## src/rtl/sort4_stream_ctrl_pkg.sv

```systemverilog
// sort4_stream_ctrl_pkg: shared width default, FSM encoding and pad constant
package sort4_stream_ctrl_pkg;
  localparam int W_DEFAULT = 16;
  localparam logic [1:0] FILL = 2'd0;
  localparam logic [1:0] SORT = 2'd1;
  localparam logic [1:0] DRAIN = 2'd2;
  localparam logic [W_DEFAULT-1:0] PAD = '1;
endpackage

```

## src/rtl/sortingNetwork4.sv

```systemverilog
// sortingNetwork4: combinational 4-lane ascending sorter, packed {y3,y2,y1,y0}
module sortingNetwork4 #(
  parameter int WIDTH = 16
) (
  input  logic [4*WIDTH-1:0] x,
  output logic [4*WIDTH-1:0] y
);
  logic [WIDTH-1:0] x0, x1, x2, x3, a0, a1, a2, a3, b0, b1, b2, b3;
  assign {x3, x2, x1, x0} = x;
  assign a0 = x0 < x1 ? x0 : x1;
  assign a1 = x0 < x1 ? x1 : x0;
  assign a2 = x2 < x3 ? x2 : x3;
  assign a3 = x2 < x3 ? x3 : x2;
  assign b0 = a0 < a2 ? a0 : a2;
  assign b2 = a0 < a2 ? a2 : a0;
  assign b1 = a1 < a3 ? a1 : a3;
  assign b3 = a1 < a3 ? a3 : a1;
  assign y = {b3, (b1 < b2 ? b2 : b1), (b1 < b2 ? b1 : b2), b0};
endmodule

```

## src/rtl/sort4_stream_ctrl.sv

```systemverilog
// sort4_stream_ctrl: collects up to four words, sorts them once, replays them ascending
module sort4_stream_ctrl
  import sort4_stream_ctrl_pkg::*;
#(
  parameter int WIDTH = W_DEFAULT
) (
  input  logic             clk,
  input  logic             rst,
  input  logic [WIDTH-1:0] in_data,
  input  logic             in_valid,
  input  logic             in_last,
  output logic             in_ready,
  output logic [WIDTH-1:0] out_data,
  output logic             out_valid,
  output logic             out_last,
  input  logic             out_ready,
  output logic             busy
);
  localparam logic [WIDTH-1:0] PAD_W = '1;
  logic [1:0] state, idx, k;
  logic [2:0] n;
  logic [WIDTH-1:0] slot [4];
  logic [WIDTH-1:0] sorted [4];
  logic [4*WIDTH-1:0] net_x, net_y;
  logic last_beat;
  // lanes beyond the group size carry all-ones so they sort to the top
  for (genvar i = 0; i < 4; i++) begin : g_lane
    assign net_x[i*WIDTH +: WIDTH] = 3'(i) < n ? slot[i] : PAD_W;
  end
  sortingNetwork4 #(.WIDTH(WIDTH)) u_net (.x(net_x), .y(net_y));
  assign last_beat = {1'b0, k} == n - 3'd1;
  assign in_ready = state == FILL;
  assign out_valid = state == DRAIN;
  assign busy = state == SORT || state == DRAIN;
  assign out_data = out_valid ? sorted[k] : '0;
  assign out_last = out_valid && last_beat;
  // fill, capture the network result for one cycle, then drain the real lanes
  always_ff @(posedge clk) begin
    if (rst) begin
      state <= FILL;
      idx <= '0;
      k <= '0;
      n <= '0;
      for (int i = 0; i < 4; i++) begin
        slot[i] <= '0;
        sorted[i] <= '0;
      end
    end else begin
      case (state)
        FILL: if (in_valid) begin
          slot[idx] <= in_data;
          idx <= idx + 2'd1;
          if (idx == 2'd3 || in_last) begin
            n <= {1'b0, idx} + 3'd1;
            state <= SORT;
          end
        end
        SORT: begin
          for (int i = 0; i < 4; i++) sorted[i] <= net_y[i*WIDTH +: WIDTH];
          idx <= '0;
          k <= '0;
          state <= DRAIN;
        end
        DRAIN: if (out_ready) begin
          if (last_beat) state <= FILL;
          else k <= k + 2'd1;
        end
        default: state <= FILL;
      endcase
    end
  end
endmodule

```

## config.mk

```make
export PLATFORM = sky130hd
export DESIGN_NAME = sort4_stream_ctrl
export DESIGN_NICKNAME = d
export VERILOG_FILES = /design/src/rtl/sort4_stream_ctrl_pkg.sv /design/src/rtl/sortingNetwork4.sv /design/src/rtl/sort4_stream_ctrl.sv
export SDC_FILE = /design/constraint.sdc
export NUM_CORES = 1
export LEC_CHECK = 0
export BUFFER_PORTS_ARGS = -buffer_cell sky130_fd_sc_hd__buf_4
export CORE_MARGIN = 3
export CORE_UTILIZATION = 41
export CTS_CLUSTER_SIZE = 20
export DETAILED_ROUTE_END_ITERATION = 12
export GPL_ROUTABILITY_DRIVEN = 1
export PLACE_DENSITY = 0.59
export REMOVE_ABC_BUFFERS = 1
export SLEW_MARGIN = 20
export SYNTH_ARGS = -nofsm -noshare
export SYNTH_HDL_FRONTEND = slang
export SYNTH_SLANG_ARGS = --single-unit
export TNS_END_PERCENT = 100
```

## constraint.sdc

```tcl
create_clock -name clk -period 8.4 [get_ports clk]
set_input_delay 0.84 -clock clk [delete_from_list [all_inputs] [get_ports clk]]
set_output_delay 0.84 -clock clk [all_outputs]
set_load 0.05 [all_outputs]
```

# Yosys cells after proc, flatten, opt, wreduce, memory -nomap -nowiden
# Memories as Yosys holds them, arrays and structs flattened. A register that Yosys moved wholly into a read port is not among the register bits.
# Cells that the tools add are included.
# word_totals
register_bits,9
ramBits,128
in_bits,21
output_inout_bits,20
memories,2
# memory_table
memory,depth,word_bits,read_ports,rd_ports_with_merged_regs,write_ports,line_no,source
slot,4,16,4,0,4,sort4_stream_ctrl.sv:22,logic [WIDTH-1:0] slot [4];
sorted,4,16,1,1,4,sort4_stream_ctrl.sv:23,logic [WIDTH-1:0] sorted [4];
# op_classes
add_sub_neg,4
n_lt_le_gt_ge,9
n_eq_ne,9
n_mux,43
bitwise,4
reduce_logical,11
# op_table
cell,count
two-way mux 16 bit,20
less-than comparator 16 bit,5
two-way mux 2 bit,10
OR reduction 16 bit,1
two-way mux 1 bit,10
case mux 2 bit (2 select lines),2
less-than comparator 1 x 3 -> 1 bit (first input constant),2
less-than comparator 2 x 3 -> 1 bit (first input constant),2
inequality test 2 x 1 -> 1 bit (second input constant),3
case mux 2 bit (3 select lines),1
AND reduction 3 bit,2
adder 2 x 1 -> 2 bit (second input constant),2
equality test 2 bit (second input constant),2
inequality test 2 bit (second input constant),2
bitwise OR 1 bit,4
AND reduction 4 bit,1
nonzero test 2 bit,2
adder 2 x 1 -> 3 bit (second input constant),1
equality test 2 x 3 -> 1 bit,1
subtractor 3 x 1 -> 3 bit (second input constant),1
equality test 2 x 1 -> 1 bit (second input constant),1
logical NOT 2 bit,1
logical OR 1 bit,2
AND reduction 2 bit,1
logical AND 1 bit,1

# Logic depth before layout (Yosys ltp)
# depth
depth_word,9
depth_mapped,37
mapped_depth_nobuf,30

# Modules after synthesis
# From an unflattened synthesis, not the netlist that was laid out.
# unflattened
hier_cells,1006
hier_area_um2,10283.6
# modules_own_cells
mod,n_inst,cells_per_inst,area_each_um2,seq_area_each_um2
sort4_stream_ctrl,1,457,6323.6,4063.9
sortingNetwork4,1,549,3960.0,0.0

# Worst setup path after synthesis
# Ideal clock, no wire load.
# synth_path
path_kind,register to register
startpoint,reg n[1]
endpoint,mem sorted[1][1] (data pin)
arrival_time_ps,7647
required_time_ps,8138
path_slack_ps,491
stages_incl_launch_ff,37
cell_sequence,dfxtp_1 > inv_1 > ha_1 > o21bai_2 > and2_1 > clkbuf_1 > buf_1 > nor2_1 > ha_1 > nand4_1 > nor4_1 > o311a_1 > or3_1 > buf_6 > buf_1 > mux2i_1 > ha_1 > a21o_1 > a21o_1 > a21o_1 > a2111oi_0 > o21a_1 > clkbuf_1 > o211ai_1 > mux2i_1 > nor2_1 > ha_1 > a21o_1 > a21o_1 > a21o_1 > a21o_1 > a211oi_1 > o21ai_0 > a41oi_1 > a31o_1 > buf_6 > mux2_1
# synth_lines
element,line_no,source
"start, declared",sort4_stream_ctrl.sv:21,logic [2:0] n;
"start signal, assigned",sort4_stream_ctrl.sv:54,"n <= {1'b0, idx} + 3'd1;"
"end, declared",sort4_stream_ctrl.sv:23,

==> out/results.tsv <==
stage	metric	value	unit
setup_path	Crit Path Category	reg -> reg	
setup_path	max incr delay on CP	440	ps
worst_hold_path	Hold Crit Class	reg -> reg	
floorplanning	Core ar.	24500	um^2
clock_tree	CTS Root Cell	clkbuf_16	
global_route	pin count of the biggest net entering global routing	65	
yosys	leading area contributor after synthesis	edfxtp_1	
routing	TritonRoute pass-1 iters	5	
sta	Final Hold Violating Endpoints	0	
yosys	sequential area share after synthesis	0.393	
floorplanning	Starting Density	0.421	
setup_path	most numerous cell on the critical path	a21o_1	
cells_and_area	Layout Nets	1199	
yosys	top cells by count, synth	edfxtp_1, nor2_1, mux2i_1, and2_1, ha_1	
clock_tree	CTS tree	yes	
setup_path	CP Capture Type	flop	
sta	fin worst setup slack	529	ps
clock_tree	clock buffer depth	2	
placed_design	DP HPWL	20200	um
yosys	top post-synthesis cells by area	edfxtp_1, ha_1, mux2i_1	
routing	DR DRC count	0	
sta	Worst-Margin Slew	1020	ps
setup_path	critical path's slowest cell	o21a_1	
cells_and_area	Layout Area Growth over Synthesis	13.9	%
clock_tree	# hold bufs at CTS	0	
routing	drt wl/cell	18.3	um
yosys	Adder-Cell Fraction of Synth Area	0.0966	
global_route	first-pass GRT wire length	42600	um
clock_tree	Clk Latency, worst-skew pair	430	ps
global_route	initial antenna violation count	0	
sta	Final setup viols	0	
yosys	count leader, synth	edfxtp_1	
clock_tree	# Post-CTS Setup Buffers	0	
yosys	async set-reset flop share out of synthesis	0	
clock_tree	register clock-pin slew on the reported worst setup and hold paths	60	ps
routing	vias	7878	
floorplanning	Die Area	27200	um^2
floorplanning	Ports	41	
global_route	total gr overflow	0	
global_route	vias in the first global route	7472	
global_route	GRT Overall Usage	0.203	
yosys	largest family of logic cells by synthesized area	simple AND/OR/NAND/NOR gates	
sta	setup_tns	0	ps
yosys	dominant synthesized flop cell	edfxtp_1	
yosys	synth unique cells	60	
sta	RSZ-0062 raised after global routing	false	
global_route	met1 usage	0.310	
yosys	complex-gate fraction of the synthesized area	0.125	
global_route	met2 Usage GRT	0.297	
placed_design	worst slack, placed	190	ps
sta	fin. max-slew vios	0	
yosys	Avg Cell Area, Syn	9.72	um^2
cells_and_area	Fill cells	2302	
clock_tree	clk sink count	139	
sta	Period minus WS final	7870	ps
cells_and_area	final core occ	0.480	
routing	final WL	26200	um
yosys	xor/xnor share of the synthesized area	0.00254	
setup_path	required time worst endpoint	8670	ps
routing	Iteration-0 DRC Markers	613	
yosys	Gate Count Post-Synth	1063	
yosys	share of the synthesized area in the top cell type	0.372	
yosys	synth warn	0	
clock_tree	total CTS buffers	17	
yosys	register bit total from synthesis	139	
placed_design	GPL Wtd Cong	0.903	
sta	Slew headroom	0.318	
setup_path	WP data arrival	8140	ps
placed_design	port bufs	40	
yosys	multiplexer share of the synthesized area	0.147	
setup_path	Critical Path Start Type	flop	
floorplanning	row cnt	57	
cells_and_area	ant diodes	0	
sta	final period utilization	0.937	
routing	vias per cell	5.49	
job	Max Cap Viol	0	
setup_path	worst-path fanout max	30	
routing	ANT nets after route	0	
cells_and_area	layout cell share with drive strength beyond 1	0.153	
global_route	GRT Max-Usage Layer	met1	
floorplanning	Die H	165	um
run_status	outcome	finished clean	
sta	Max Clock Freq	127	MHz
yosys	post-synthesis simple-gate area fraction	0.188	
global_route	met3 Usage GRT	0.0296	
yosys	synthesized cell area	10300	um^2
clock_tree	H-tree levels	4	
yosys	number of synthesized flops with an enable pin	128	
floorplanning	die width	165	um
sta	clk_skew	13.8	ps
worst max-delay path: cells and delay by family, from the launching register on:
kind	cells	cell delay [ps]
flops	1	410
simple gates	4	950
fa+ha+maj	3	850
mux	2	670
buf+inv	6	1250
compound gates	16	3540
logic make-up (layout without fill, tap and decap cells):
family | after synthesis | in the layout
flip-flops | 139 | 139
AND/OR/NAND/NOR | 391 | 391
AO/OA/AOI/OAI | 205 | 205
XOR/XNOR | 3 | 3
buffers and inverters | 116 | 165
multiplexers | 129 | 129
adder cells (fa/ha/maj) | 80 | 80
path summary, 6_finish.rpt:
path                            startpoint             to  slack [ps]  cells past startpoint
worst max-delay path                  n[0]  sorted[2][12]         530                     31
worst min-delay path              state[0]       state[0]         540                      2
worst max register to register        n[0]  sorted[2][12]         530                     31
worst min register to register    state[0]       state[0]         540                      2
final cells by class:
type | count | area, um^2 | area share
inverters | 55 | 206 | 0.0175
clock buffers | 21 | 450 | 0.0383
well taps | 324 | 405 | 0.0344
clock inverters | 11 | 219 | 0.0186
multi-input cells | 808 | 5820 | 0.494
flip-flops and latches | 139 | 4060 | 0.345
repair buffers | 78 | 611 | 0.0519
repair_timing:
| action | CTS | global route |
|---|---|---|
| hold endpoints to repair | 0 | 0 |
| gates resized for setup | 0 | 5 |
| endpoints found under the setup margin | 0 | 32 |
metal layers:
layer,share of wire,vias up
met4,0.021,0
li1,-,3953
met5,0,-
met2,0.43,204
met1,0.50,3689
met3,0.043,32
stage by stage:
stage	hold slack, ps	cell area, um^2	cells
floorplan	491	10100	1002
global route	584	11800	1436
CTS	553	11800	1436
finish	541	11800	1436
detailed placement	537	11100	1404
global placement	522	11100	1404
state kept, by name, indices dropped and copies added, names as in the netlist, named ones only:
| signal | count |
|---|---|
| n | 3 |
| slot | 64 |
| idx | 2 |
| sorted | 64 |
| state | 2 |
| k | 2 |
layout by cell type (no fill, tap or decap), drive strengths merged, types with 11 or more instances in the layout:
cell	synthesis	layout
and2	84	84
mux2	19	19
inv	55	55
nand4	14	14
a21o	18	18
mux4	16	16
nor3	21	21
ha	79	79
dfxtp	11	11
nand3	21	21
o211ai	32	32
mux2i	94	94
and3	14	14
o21ai	45	45
nand2	64	64
edfxtp	128	128
or2	17	17
buf	20	78
nor2	121	121
or3	16	16
a21oi	68	68
clkbuf	41	21
Power is not shown: default switching activity piles up to over one toggle a cycle in this logic, so the estimate is an artifact.
